`config.mk`:
```
export PLATFORM = sky130hd
export DESIGN_NAME = multi_pluse_sync_rx
export DESIGN_NICKNAME = d
export VERILOG_FILES = /design/src/rtl/multi_pluse_sync_rx_pkg.sv /design/src/rtl/multi_pluse_sync_rx_ch.sv /design/src/rtl/multi_pluse_sync_rx.sv
export SDC_FILE = /design/constraint.sdc
export NUM_CORES = 1
export LEC_CHECK = 0
export CAP_MARGIN = 40
export CORE_MARGIN = 5
export CORE_UTILIZATION = 45
export CTS_BUF_LIST = sky130_fd_sc_hd__clkbuf_4 sky130_fd_sc_hd__clkbuf_8
export CTS_CLUSTER_DIAMETER = 150
export CTS_CLUSTER_SIZE = 16
export DETAILED_ROUTE_END_ITERATION = 6
export PLACE_DENSITY = 0.78
export SLEW_MARGIN = 10
export SYNTH_ARGS = -nofsm -noshare
export SYNTH_HDL_FRONTEND = slang
export SYNTH_HIERARCHICAL = 1
export SYNTH_SLANG_ARGS = --single-unit
```
`constraint.sdc`:
```
create_clock -name des_clk -period 1.54 [get_ports des_clk]
set_input_delay 0.154 -clock des_clk [delete_from_list [all_inputs] [get_ports des_clk]]
set_output_delay 0.154 -clock des_clk [all_outputs]
set_load 0.02 [all_outputs]
```
`src/rtl/multi_pluse_sync_rx_pkg.sv`:
```
// ----------------------------------------------------------------------------
// multi_pluse_sync_pkg
// Shared definitions for the multi-channel pulse synchronizer receive side.
//   MODE_TOGGLE / MODE_HSK : protocol selectors (2-phase toggle, 4-phase req/ack)
//   ch_state_t             : per-channel handshake state encoding
//   sync_stg_ok()          : elaboration-time sanity check for the sync depth
// ----------------------------------------------------------------------------
package multi_pluse_sync_pkg;

  localparam int MODE_TOGGLE = 0;
  localparam int MODE_HSK    = 1;

  typedef enum logic [1:0] {
    ST_IDLE   = 2'd0,
    ST_ACK_HI = 2'd1,
    ST_DRAIN  = 2'd2
  } ch_state_t;

  // Fewer than two flops gives no metastability settling time at all.
  function automatic bit sync_stg_ok(input int stg);
    return (stg >= 2);
  endfunction

endpackage

```
`src/rtl/multi_pluse_sync_rx_ch.sv`:
```
// ----------------------------------------------------------------------------
// pluse_sync_ch
// One receive channel: resynchronises an asynchronous request line, detects
// source events (toggle or 4-phase handshake), emits a one-cycle pulse,
// returns an acknowledge level and counts events.
// Ports:
//   des_clk    destination clock
//   des_rst    synchronous active-high reset
//   s_req      asynchronous request / toggle line from the source domain
//   cnt_clr    synchronous clear of the event counter
//   des_pluse  registered one-cycle event pulse
//   d_ack      registered acknowledge level back to the source
//   des_busy   registered "mid-handshake" flag (always 0 in toggle mode)
//   evt_cnt    wrapping event counter
// ----------------------------------------------------------------------------
module pluse_sync_ch
  import multi_pluse_sync_pkg::*;
#(
  parameter int SYNC_STG = 2,
  parameter int MODE     = MODE_TOGGLE,
  parameter int CNT_W    = 8
) (
  input  logic             des_clk,
  input  logic             des_rst,
  input  logic             s_req,
  input  logic             cnt_clr,
  output logic             des_pluse,
  output logic             d_ack,
  output logic             des_busy,
  output logic [CNT_W-1:0] evt_cnt
);

  logic [SYNC_STG-1:0] r_sync;
  logic                w_req_s;

  logic                w_evt;
  logic                w_ack_next;
  logic                w_busy_next;

  logic                r_pluse;
  logic                r_ack;
  logic                r_busy;
  logic [CNT_W-1:0]    r_cnt;
  logic [CNT_W-1:0]    w_cnt_base;
  logic [CNT_W-1:0]    w_cnt_next;

  // --------------------------------------------------------------------------
  // Synchronizer chain; bit 0 is the first flop to see the foreign signal.
  // --------------------------------------------------------------------------
  always_ff @(posedge des_clk) begin
    if (des_rst) begin
      r_sync <= '0;
    end else begin
      r_sync <= {r_sync[SYNC_STG-2:0], s_req};
    end
  end

  assign w_req_s = r_sync[SYNC_STG-1];

  // --------------------------------------------------------------------------
  // Event detection per protocol
  // --------------------------------------------------------------------------
  generate
    if (MODE == MODE_HSK) begin : g_hsk
      ch_state_t r_state;
      ch_state_t w_state_next;

      // State register
      always_ff @(posedge des_clk) begin
        if (des_rst) begin
          r_state <= ST_IDLE;
        end else begin
          r_state <= w_state_next;
        end
      end

      // Next-state logic
      always_comb begin
        w_state_next = r_state;
        case (r_state)
          ST_IDLE:   if (w_req_s)  w_state_next = ST_ACK_HI;
          ST_ACK_HI: if (!w_req_s) w_state_next = ST_DRAIN;
          // Unconditional single cycle: forces at least one ack-low cycle
          // before a new request can be accepted.
          ST_DRAIN:  w_state_next = ST_IDLE;
          default:   w_state_next = ST_IDLE;
        endcase
      end

      // Output logic: next values for the registered outputs
      always_comb begin
        w_evt       = 1'b0;
        w_ack_next  = 1'b0;
        w_busy_next = 1'b0;
        case (r_state)
          ST_IDLE: begin
            if (w_req_s) begin
              w_evt       = 1'b1;
              w_ack_next  = 1'b1;
              w_busy_next = 1'b1;
            end
          end
          ST_ACK_HI: begin
            // Busy stays up through the ack-low cycle and clears on DRAIN exit.
            w_ack_next  = w_req_s;
            w_busy_next = 1'b1;
          end
          ST_DRAIN: begin
            w_ack_next  = 1'b0;
            w_busy_next = 1'b0;
          end
          default: begin
            w_ack_next  = 1'b0;
            w_busy_next = 1'b0;
          end
        endcase
      end
    end else begin : g_toggle
      // In toggle mode r_ack is exactly req_s delayed one cycle (req_d), so
      // it serves both as the edge-detect reference and as the returned ack.
      always_comb begin
        w_evt       = w_req_s ^ r_ack;
        w_ack_next  = w_req_s;
        w_busy_next = 1'b0;
      end
    end
  endgenerate

  // --------------------------------------------------------------------------
  // Counter: a clear coinciding with an event still counts that event.
  // --------------------------------------------------------------------------
  always_comb begin
    w_cnt_base = cnt_clr ? '0 : r_cnt;
    w_cnt_next = w_cnt_base + CNT_W'(w_evt);
  end

  // --------------------------------------------------------------------------
  // Registered outputs
  // --------------------------------------------------------------------------
  always_ff @(posedge des_clk) begin
    if (des_rst) begin
      r_pluse <= 1'b0;
      r_ack   <= 1'b0;
      r_busy  <= 1'b0;
      r_cnt   <= '0;
    end else begin
      r_pluse <= w_evt;
      r_ack   <= w_ack_next;
      r_busy  <= w_busy_next;
      r_cnt   <= w_cnt_next;
    end
  end

  assign des_pluse = r_pluse;
  assign d_ack     = r_ack;
  assign des_busy  = r_busy;
  assign evt_cnt   = r_cnt;

endmodule

```
`src/rtl/multi_pluse_sync_rx.sv`:
```
// ----------------------------------------------------------------------------
// multi_pluse_sync_rx
// Receive side of a multi-channel pulse synchronizer (destination domain only).
// Ports:
//   des_clk    destination clock (only clock)
//   des_rst    synchronous active-high reset
//   s_req      [CH]        asynchronous request/toggle lines
//   cnt_clr                synchronous clear of all event counters
//   des_pluse  [CH]        one-cycle event pulses
//   d_ack      [CH]        acknowledge levels to the source domain
//   des_busy   [CH]        mid-handshake flags (4-phase mode only)
//   evt_cnt    [CH*CNT_W]  packed counters, channel i at [i*CNT_W +: CNT_W]
// ----------------------------------------------------------------------------
module multi_pluse_sync_rx
  import multi_pluse_sync_pkg::*;
#(
  parameter int CH       = 4,
  parameter int SYNC_STG = 2,
  parameter int MODE     = MODE_TOGGLE,
  parameter int CNT_W    = 8
) (
  input  logic                des_clk,
  input  logic                des_rst,
  input  logic [CH-1:0]       s_req,
  input  logic                cnt_clr,
  output logic [CH-1:0]       des_pluse,
  output logic [CH-1:0]       d_ack,
  output logic [CH-1:0]       des_busy,
  output logic [CH*CNT_W-1:0] evt_cnt
);

  generate
    if (!sync_stg_ok(SYNC_STG) || (CH < 1) || (CNT_W < 1) ||
        ((MODE != MODE_TOGGLE) && (MODE != MODE_HSK))) begin : g_bad_cfg
      $error("multi_pluse_sync_rx: illegal parameter set");
    end
  endgenerate

  genvar gi;
  generate
    for (gi = 0; gi < CH; gi++) begin : g_ch
      pluse_sync_ch #(
        .SYNC_STG (SYNC_STG),
        .MODE     (MODE),
        .CNT_W    (CNT_W)
      ) u_ch (
        .des_clk   (des_clk),
        .des_rst   (des_rst),
        .s_req     (s_req[gi]),
        .cnt_clr   (cnt_clr),
        .des_pluse (des_pluse[gi]),
        .d_ack     (d_ack[gi]),
        .des_busy  (des_busy[gi]),
        .evt_cnt   (evt_cnt[gi*CNT_W +: CNT_W])
      );
    end
  endgenerate

endmodule

```
Word-level counts from Yosys, hierarchy flattened. Index checks and enable logic that the tools add are counted.

Flip-flop bits (word level): 48. Output and inout bits: 44. Logic and storage cells: 28.

Add/sub/neg operators: 4. Mux-type cells: 4. Bitwise operators: 4.

Operators by type and width (number): adder 8 x 1 -> 8 bit (4); 2-to-1 mux 8 bit (4); XOR 1 bit (4).

Logic depth before layout (Yosys ltp). Gate-level depths: netlist (run 1).

Depth after elaboration: 2. Mapped depth: 6. Mapped depth without buffers: 6.

Modules after synthesis. The synthesis (run 1) kept the hierarchy.

By module, submodules not included: pluse_sync_ch (instances 4, cells an instance 50, area an instance 480.5 µm², sequential area each 240.2 µm²).

Worst setup path before layout (run 1). Ideal clock, no wire load.

Path type: register -> register. Start point: register g_ch[0].u_ch.r_ack. End point: register g_ch[0].u_ch.r_cnt[6]. Library setup time: 0.070 ns. Arrival time: 1.522 ns. Data required time: 1.470 ns. Setup slack: -0.052 ns. Cell stages (with the launch flop): 7. Path buffers: 0. Clock period less this slack: 1.592 ns. Cell sequence: dfxtp_1 > xor2_1 > ha_1 > ha_1 > inv_1 > or3_1 > a21oi_1.

Word-level cells in the longest chain between the ends: 2.

Ends and longest elaborated chain: start, declared (line multi_pluse_sync_rx_ch.sv:41) `logic r_ack;`; start signal, assigned (line multi_pluse_sync_rx_ch.sv:148) `r_ack <= w_ack_next;`; XOR 1 bit (line multi_pluse_sync_rx_ch.sv:122) `w_evt = w_req_s ^ r_ack;`; net g_ch[0].u_ch.w_evt (line multi_pluse_sync_rx_ch.sv:36) `logic w_evt;`; adder 8 x 1 -> 8 bit (line multi_pluse_sync_rx_ch.sv:134) `w_cnt_next = w_cnt_base + CNT_W'(w_evt);`; end signal, assigned (line multi_pluse_sync_rx_ch.sv:150) `r_cnt <= w_cnt_next;`; end, declared (line multi_pluse_sync_rx_ch.sv:43) `logic [CNT_W-1:0] r_cnt;`.

The timed path passes the listed nets, and every way through them passes these cells. A chain may end at the register's enable or synchronous reset.

Final worst setup path (run 1).
Start point: register g_ch[0].u_ch.r_cnt[4]. End point: output evt_cnt[4].

RTL lines: end, declared (line multi_pluse_sync_rx.sv:29) `output logic [CH*CNT_W-1:0] evt_cnt`.

No word-level cell between the ends.

==> flow_metrics.env, run 1 <==
export IMPL_path_clk_slew_ns=0.08
export IMPL_globalplace_congestion=0.7985
export IMPL_worstSetupEndpointType="primary output"
export IMPL_p_sw_w=0.0004992
export IMPL_setup_ws_ns=0.05319
export IMPL_ctsHoldBuffers=0
export IMPL_critPathKind="register to primary output"
export IMPL_drc=0
export IMPL_yosys_warnings=6
export IMPL_port_buffers=46
export IMPL_dr_total_vias=1526
export IMPL_initial_core_util_pct=47.36
export IMPL_grt_overflow=0
export IMPL_ys_seq_area_share_pct=50.00
export IMPL_wl_per_cell_um=12.38
export IMPL_synth_edf_count=0
export IMPL_dp_hpwl_um=2653
export IMPL_num_antenna_cells=0
export IMPL_crit_family="buffers and inverters"
export IMPL_seq_power_share_pct=54.4
export IMPL_max_stage_delay_ns=0.63
export IMPL_clock_skew_ns=0.008975
export IMPL_area_delta_synth_final_pct=45.90
export IMPL_fin_crit_sh_pct=96.55
export IMPL_rows=23
export IMPL_crit_fanout=4
export IMPL_viasPerCell=4.814
export IMPL_cts_buffer_depth=2
export IMPL_ant_nets=0
export IMPL_switching_share_pct=21.22
export IMPL_total_power_w=0.002352
export IMPL_powerDensity_mw_per_mm2=838.9
export IMPL_dp_worst_setup_slack_ns=-0.3046
export IMPL_postSynthAreaPerCell_um2=9.609
export IMPL_drv_slew=0
export IMPL_synth_fp_nets=219
export IMPL_syn_inst=200
export IMPL_fin_crit_ns=1.487
export IMPL_clkPwrFrac_pct=38.2
export IMPL_synth_area_leaders="dfxtp_1, nor2b_1, ha_1, xor2_1, nand3_1"
export IMPL_grt_total_usage_pct=14.04
export IMPL_io_pins=51
export IMPL_tns_ns=0
export IMPL_netlist_area_mm2=0.001922
export IMPL_layoutNonFillerInstCount=317
export IMPL_async_flop_share_pct=0
export IMPL_p_leak_nw=1.240
export IMPL_core_area_mm2=0.004058
export IMPL_p_comb_share_pct=7.4
export IMPL_maxCapViolCount=0
export IMPL_crit_chain="clkdlybuf4s50_1"
export IMPL_final_core_util_pct=69.10
export IMPL_start_kind="register"
export IMPL_grt_pass1_wl_um=6106
export IMPL_hold_viol_final=0
export IMPL_ys_types=16
export IMPL_yosys_area_top_type_share_pct=50.00
export IMPL_antenna_found_initial=0
export IMPL_status="finished clean"
export IMPL_grt_max_degree=33
export IMPL_numCtsBuffers=5
export IMPL_synth_seq_cells=48
export IMPL_synthFlopType="dfxtp_1"
export IMPL_setup_viol=0
export IMPL_routed_wl_um=3924
export IMPL_slowest_stage="clkdlybuf4s50_1"
export IMPL_fmax_mhz=672.6
export IMPL_ir_worst_vdd_v=0.0006668
export IMPL_drt_iter0_drc=61
export IMPL_clkLatencyLatePin_ns=0.30
export IMPL_cts_max_level=2
export IMPL_clock_sink_count=48
export IMPL_die_area_mm2=0.005678
export IMPL_grt_pass1_vias=1454
export IMPL_die_x_um=75.35
export IMPL_arrival_ns=1.33
export IMPL_cp_required_ns=1.39
export IMPL_crit_buf_inv=1
export IMPL_fillers=315
export IMPL_root_buffer="clkbuf_8"
export IMPL_cts_tree="done"
export IMPL_layout_drive_gt1_share_pct=20.22
export IMPL_dieHeight_um=75.35
export IMPL_dp_cells=307
export IMPL_first_pass_iters=4
export IMPL_rsz0062_at_grt="true"
export IMPL_hp_class="input pin to register"
export IMPL_yosys_area_top_type="dfxtp_1"
export IMPL_fin_nets=285
export IMPL_intPower_w=0.001853
## power by group through the flow
stage	registers [W]	logic [W]	clock network [W]
2_1_floorplan	0.00132	0.0000569	0
3_3_place_gp	0.00131	0.000156	0
3_5_place_dp	0.00131	0.000158	0
4_1_cts	0.00128	0.000160	0.000918
5_1_grt	0.00128	0.000188	0.000967
6_report	0.00128	0.000174	0.000899
## layout by cell type, fill, tap and decap left out, types with 2 or more instances in the layout
cell,n
dfxtp_1,40
clkdlybuf4s50_1,34
nor2b_1,30
nand3_1,16
buf_4,14
o21ai_0,12
nor2_1,12
dlymetal6s2s_1,12
or3_1,11
a21oi_1,9
xor2_1,8
dfxtp_2,8
ha_1,6
clkbuf_8,5
ha_2,5
xor2_2,4
nor2b_2,4
nand4_1,4
or2_1,4
nand2_1,4
xnor2_1,4
conb_1,4
inv_1,3
a21oi_2,3
nor2b_4,2
## cell type report
class	count	area (um2)	share of cell area [%]
sequential	48	970.9	34.63
clock inverter	2	35.03	1.249
clock buffer	6	76.32	2.722
inverter	4	15.01	0.5355
timing repair buffer	63	631.9	22.53
tap	50	62.56	2.231
multi-input combinational	144	1012	36.10
## cells in the mapped netlist (12+ instances only)
master    n
dfxtp_1  48
ha_1     12
nor2b_1  36
or3_1    12
o21ai_0  12
xor2_1   12
a21oi_1  12
nand3_1  16
nor2_1   12
## worst register-to-register path, cell delays in order (launching register included)
cell     delay (ns)
dfxtp_2        0.34
xor2_2         0.19
ha_1           0.18
ha_2           0.17
inv_1          0.04
or3_1          0.35
a21oi_2        0.13
## layer usage
layer	part of all wire [%]	vias to the layer above	track usage [%]
met5	0	-	0
met4	2.0	0	7.961
met3	5.1	7	3.166
met2	49	31	23.68
met1	44	702	16.38
li1	-	786	-
## through the flow
stage	hold slack, ns	cell area (um2)
4_1_cts	0.4023	2671
6_report	0.4083	2804
5_1_grt	0.4030	2804
3_3_place_gp	0.4220	2545
2_1_floorplan	0.2182	1927
3_5_place_dp	0.4220	2545
## state kept, by name, indices dropped and copies added (netlist names)
name / count
g_ch.u_ch/evt_cnt: 32
g_ch.u_ch/r_sync: 8
g_ch.u_ch/d_ack: 4
g_ch.u_ch/des_pluse: 4
## logic make-up after synthesis
logic type / Yosys count / synth area share, %
XOR/XNOR: 16 / 7.291
flip-flops: 48 / 50.00
AO/OA/AOI/OAI: 24 / 6.250
adder cells (fa/ha/maj): 12 / 7.812
AND/OR/NAND/NOR: 88 / 25.52
buffers and inverters: 8 / 2.344
other: 4 / 0.7810
## what timing repair did
| action | in CTS | in global routing |
|---|---|---|
| gates cloned | 0 | 1 |
| buffers inserted | 0 | 1 |
| gates resized for setup | 2 | 39 |
| endpoints found under the setup margin | 2 | 24 |
| pin swaps | 0 | 8 |
## final timing paths
check,from,slack (ns),endpoint,cells after the start
max,g_ch[0].u_ch/evt_cnt[4]$_SDFF_PP0_,0.05,evt_cnt[4],1
min reg2reg,g_ch[2].u_ch/r_sync[0]$_SDFF_PP0_,0.43,g_ch[2].u_ch/r_sync[1]$_SDFF_PP0_,1
max reg2reg,g_ch[0].u_ch/d_ack$_SDFF_PP0_,0.08,g_ch[0].u_ch/evt_cnt[6]$_SDFF_PP0_,6
min,s_req[0],0.41,g_ch[0].u_ch/r_sync[0]$_SDFF_PP0_,2
(Power assumes the default switching activity.)
==> inputs of run 2 (changes only) <==
--- a/config.mk
+++ b/config.mk
@@ -5,16 +5,15 @@
 export SDC_FILE = /design/constraint.sdc
 export NUM_CORES = 1
 export LEC_CHECK = 0
-export CAP_MARGIN = 40
+export CAP_MARGIN = 15
 export CORE_MARGIN = 5
 export CORE_UTILIZATION = 45
 export CTS_BUF_LIST = sky130_fd_sc_hd__clkbuf_4 sky130_fd_sc_hd__clkbuf_8
 export CTS_CLUSTER_DIAMETER = 150
 export CTS_CLUSTER_SIZE = 16
 export DETAILED_ROUTE_END_ITERATION = 6
-export PLACE_DENSITY = 0.78
+export PLACE_DENSITY = 0.77
 export SLEW_MARGIN = 10
 export SYNTH_ARGS = -nofsm -noshare
 export SYNTH_HDL_FRONTEND = slang
-export SYNTH_HIERARCHICAL = 1
 export SYNTH_SLANG_ARGS = --single-unit
==> run 2 against run 1 <==
Net effect: design area is 3.5% higher; synthesized cell count rose by 4.0%; the flow now finishes with violations (negative setup slack); flip-flop and latch count did not move; critical path depth up 5; core utilization shrank 2.5 points.
==> flow_metrics.env, run 2 <==
export IMPL_status="finished, violations left"
export IMPL_violations="negative setup slack"
export IMPL_ctsHoldBuffers=0
export IMPL_routed_wl_um=4234
export IMPL_grt_total_usage_pct=13.73
export IMPL_grt_pass1_vias=1542
export IMPL_dp_worst_setup_slack_ns=-0.3333
export IMPL_io_pins=51
export IMPL_ir_worst_vdd_v=0.0006618
export IMPL_async_flop_share_pct=0
export IMPL_first_pass_iters=4
export IMPL_grt_pass1_wl_um=6644
export IMPL_area_delta_synth_final_pct=44.58
export IMPL_worstRegToRegCells=6
export IMPL_yosysMostFrequentCell="dfxtp_1"
export IMPL_die_area_mm2=0.005895
export IMPL_min_to="g_ch[0].u_ch.r_sync[0]$_SDFF_PP0_"
export IMPL_synth_edf_count=0
export IMPL_antenna_found_initial=0
export IMPL_fillers=340
export IMPL_grt_max_degree=18
export IMPL_slowest_stage="dfxtp_4"
export IMPL_hp_class="input pin to register"
export IMPL_cts_buffer_depth=2
export IMPL_ant_nets=0
export IMPL_largest_reg_flops=32
export IMPL_drc=0
export IMPL_cts_max_level=2
export IMPL_syn_inst=208
export IMPL_yosys_top_cells_count="dfxtp_1, nor2b_1, nor2_1, buf_4, a21oi_1"
export IMPL_synth_area_leaders="dfxtp_1, nor2b_1, ha_1, buf_4, xor2_1"
export IMPL_core_area_mm2=0.004354
export IMPL_clkLatencyLatePin_ns=0.31
export IMPL_synthFlopType="dfxtp_1"
export IMPL_rr_endpoint="g_ch[2].u_ch.evt_cnt[7]$_SDFF_PP0_"
export IMPL_final_common_cell="dfxtp_1"
export IMPL_synthAdderAreaFrac_pct=4.988
export IMPL_postSynthAreaPerCell_um2=9.649
export IMPL_rows=24
export IMPL_synth_xor_xnor_area_share_pct=6.983
export IMPL_cts_tree="done"
export IMPL_yosys_area_top_type_share_pct=47.88
export IMPL_start_kind="register"
export IMPL_arrival_ns=1.79
export IMPL_layout_common_cells="dfxtp_1, clkdlybuf4s50_1, nor2b_1"
export IMPL_globalplace_congestion=0.8167
export IMPL_max_stage_delay_ns=0.36
export IMPL_tns_ns=-0.05442
export IMPL_clock_sink_count=48
export IMPL_p_leak_nw=1.331
export IMPL_synth_compound_area_share_pct=7.045
export IMPL_stdcell_area_mm2=0.002902
export IMPL_ys_types=31
export IMPL_hold_viol_final=0
export IMPL_dieHeight_um=76.78
export IMPL_root_buffer="clkbuf_8"
export IMPL_fmax_mhz=627.2
export IMPL_rsz0062_at_grt="true"
export IMPL_synth_seq_cells=48
export IMPL_setup_viol=1
export IMPL_synth_mux_area_fraction_pct=1.559
export IMPL_port_buffers=46
export IMPL_die_x_um=76.78
export IMPL_num_antenna_cells=0
export IMPL_grt_overflow=0
export IMPL_multiInputGateArea_mm2=0.001023
export IMPL_netlist_area_mm2=0.002007
export IMPL_critPathKind="register to register"
export IMPL_layout_drive_gt1_share_pct=22.71
export IMPL_clock_skew_ns=0.006764
export IMPL_reg2reg_from="g_ch[2].u_ch.d_ack$_SDFF_PP0_"
export IMPL_rrSetupSlack_ns=-0.05
export IMPL_initial_core_util_pct=46.09
export IMPL_powerDensity_mw_per_mm2=829.4
export IMPL_crit_chain="xor2_2 -> ha_2 -> nand4b_1 -> buf_4 -> o31ai_1 -> a21oi_2"
export IMPL_drv_slew=0
export IMPL_synthSimpleGateAreaFrac_pct=24.69
export IMPL_dp_hpwl_um=2959
export IMPL_holdCritStartpoint="s_req[0]"
export IMPL_cp_required_ns=1.73
export IMPL_numCtsBuffers=5
export IMPL_synth_top_family_by_area="simple AND/OR/NAND/NOR gates"
export IMPL_drt_iter0_drc=37
export IMPL_ys_seq_area_share_pct=47.88
export IMPL_worstSetupEndpointType="register"
export IMPL_placed_cell_area_mm2=0.002610
export IMPL_regArea_um2=972.2
export IMPL_path_clk_slew_ns=0.09
export IMPL_dr_total_vias=1607
export IMPL_wl_per_cell_um=13.03
export IMPL_fin_crit_ns=1.594
export IMPL_viasPerCell=4.945
export IMPL_fin_nets=287
export IMPL_crit_fanout=3
export IMPL_maxCapViolCount=0
export IMPL_fin_crit_sh_pct=103.5
export IMPL_yosys_area_top_type="dfxtp_1"
export IMPL_yosys_warnings=0
export IMPL_setup_ws_ns=-0.05442
export IMPL_hold_depth=2
==> run 2: routing by layer <==
| layer | GRT usage [%] | vias up | routed length (um) |
|---|---|---|---|
| li1 | - | 808 | - |
| met1 | 16.27 | 754 | 1836 |
| met2 | 22.24 | 36 | 2069 |
| met3 | 4.450 | 9 | 240 |
| met4 | 6.643 | 0 | 88 |
| met5 | 0 | - | 0 |
==> run 2: logic make-up after synthesis <==
family,after synthesis
AO/OA/AOI/OAI,25
buffers and inverters,23
XOR/XNOR,16
AND/OR/NAND/NOR,84
flip-flops,48
other,1
multiplexers,3
adder cells (fa/ha/maj),8
==> run 2: how the worst max path moves through the flow <==
stage / start / to / slack [ns] / depth (start not counted)
after floorplan: cnt_clr / g_ch[2].u_ch.evt_cnt[6]$_SDFF_PP0_ / -0.02 / 8
after global placement: cnt_clr / g_ch[2].u_ch.evt_cnt[6]$_SDFF_PP0_ / -0.28 / 8
after detailed placement: cnt_clr / g_ch[2].u_ch.evt_cnt[6]$_SDFF_PP0_ / -0.33 / 8
after CTS: g_ch[1].u_ch.d_ack$_SDFF_PP0_ / g_ch[1].u_ch.evt_cnt[6]$_SDFF_PP0_ / -0.03 / 5
after global routing: g_ch[2].u_ch.d_ack$_SDFF_PP0_ / g_ch[2].u_ch.evt_cnt[7]$_SDFF_PP0_ / -0.14 / 6
final: g_ch[2].u_ch.d_ack$_SDFF_PP0_ / g_ch[2].u_ch.evt_cnt[7]$_SDFF_PP0_ / -0.05 / 6
==> run 2: final cells by class <==
class                           instances  share of cell area (%)
Clock inverter                          2                   1.337
Multi-Input combinational cell        140                   35.27
Inverter                                5                  0.6468
Clock buffer                            6                   2.846
Sequential cell                        48                   33.51
Tap cell                               52                   2.242
Timing Repair Buffer                   72                   24.15
==> run 2: stage by stage <==
| step | instances | utilization, % | hold WS [ns] | power (W) |
|---|---|---|---|---|
| floorplan | 211 | - | 0.2822 | 0.001414 |
| global placement | 312 | 59.94 | 0.4158 | 0.001474 |
| detailed placement | 312 | 59.94 | 0.4278 | 0.001477 |
| CTS | 321 | 63.51 | 0.3827 | 0.002421 |
| global route | 325 | 66.64 | 0.3964 | 0.002500 |
| finish | 325 | 66.64 | 0.3924 | 0.002407 |
==> run 2: where the power goes <==
part	leakage, nW	switching [W]	internal [W]
Clock	0.0614	0.000413	0.000531
Combinational	0.877	0.0000936	0.0000919
Sequential	0.393	0.0000131	0.00126
Total	1.33	0.000520	0.00189
==> run 2: critical path, delay by kind of cell, from the launching register on <==
family	cells	cell delay, ns
adder cells (fa/ha/maj)	1	0.24
AO/OA/AOI/OAI	2	0.39
AND/OR/NAND/NOR	1	0.16
flip-flops	1	0.36
XOR/XNOR	1	0.17
buffers and inverters	1	0.17
==> run 2: what timing repair did <==
action | in CTS | in global routing
resized for setup | 7 | 35
endpoints found under the setup margin | 7 | 25
setup buffers | 1 | 3
gates cloned | 0 | 1
pin swaps | 2 | 7
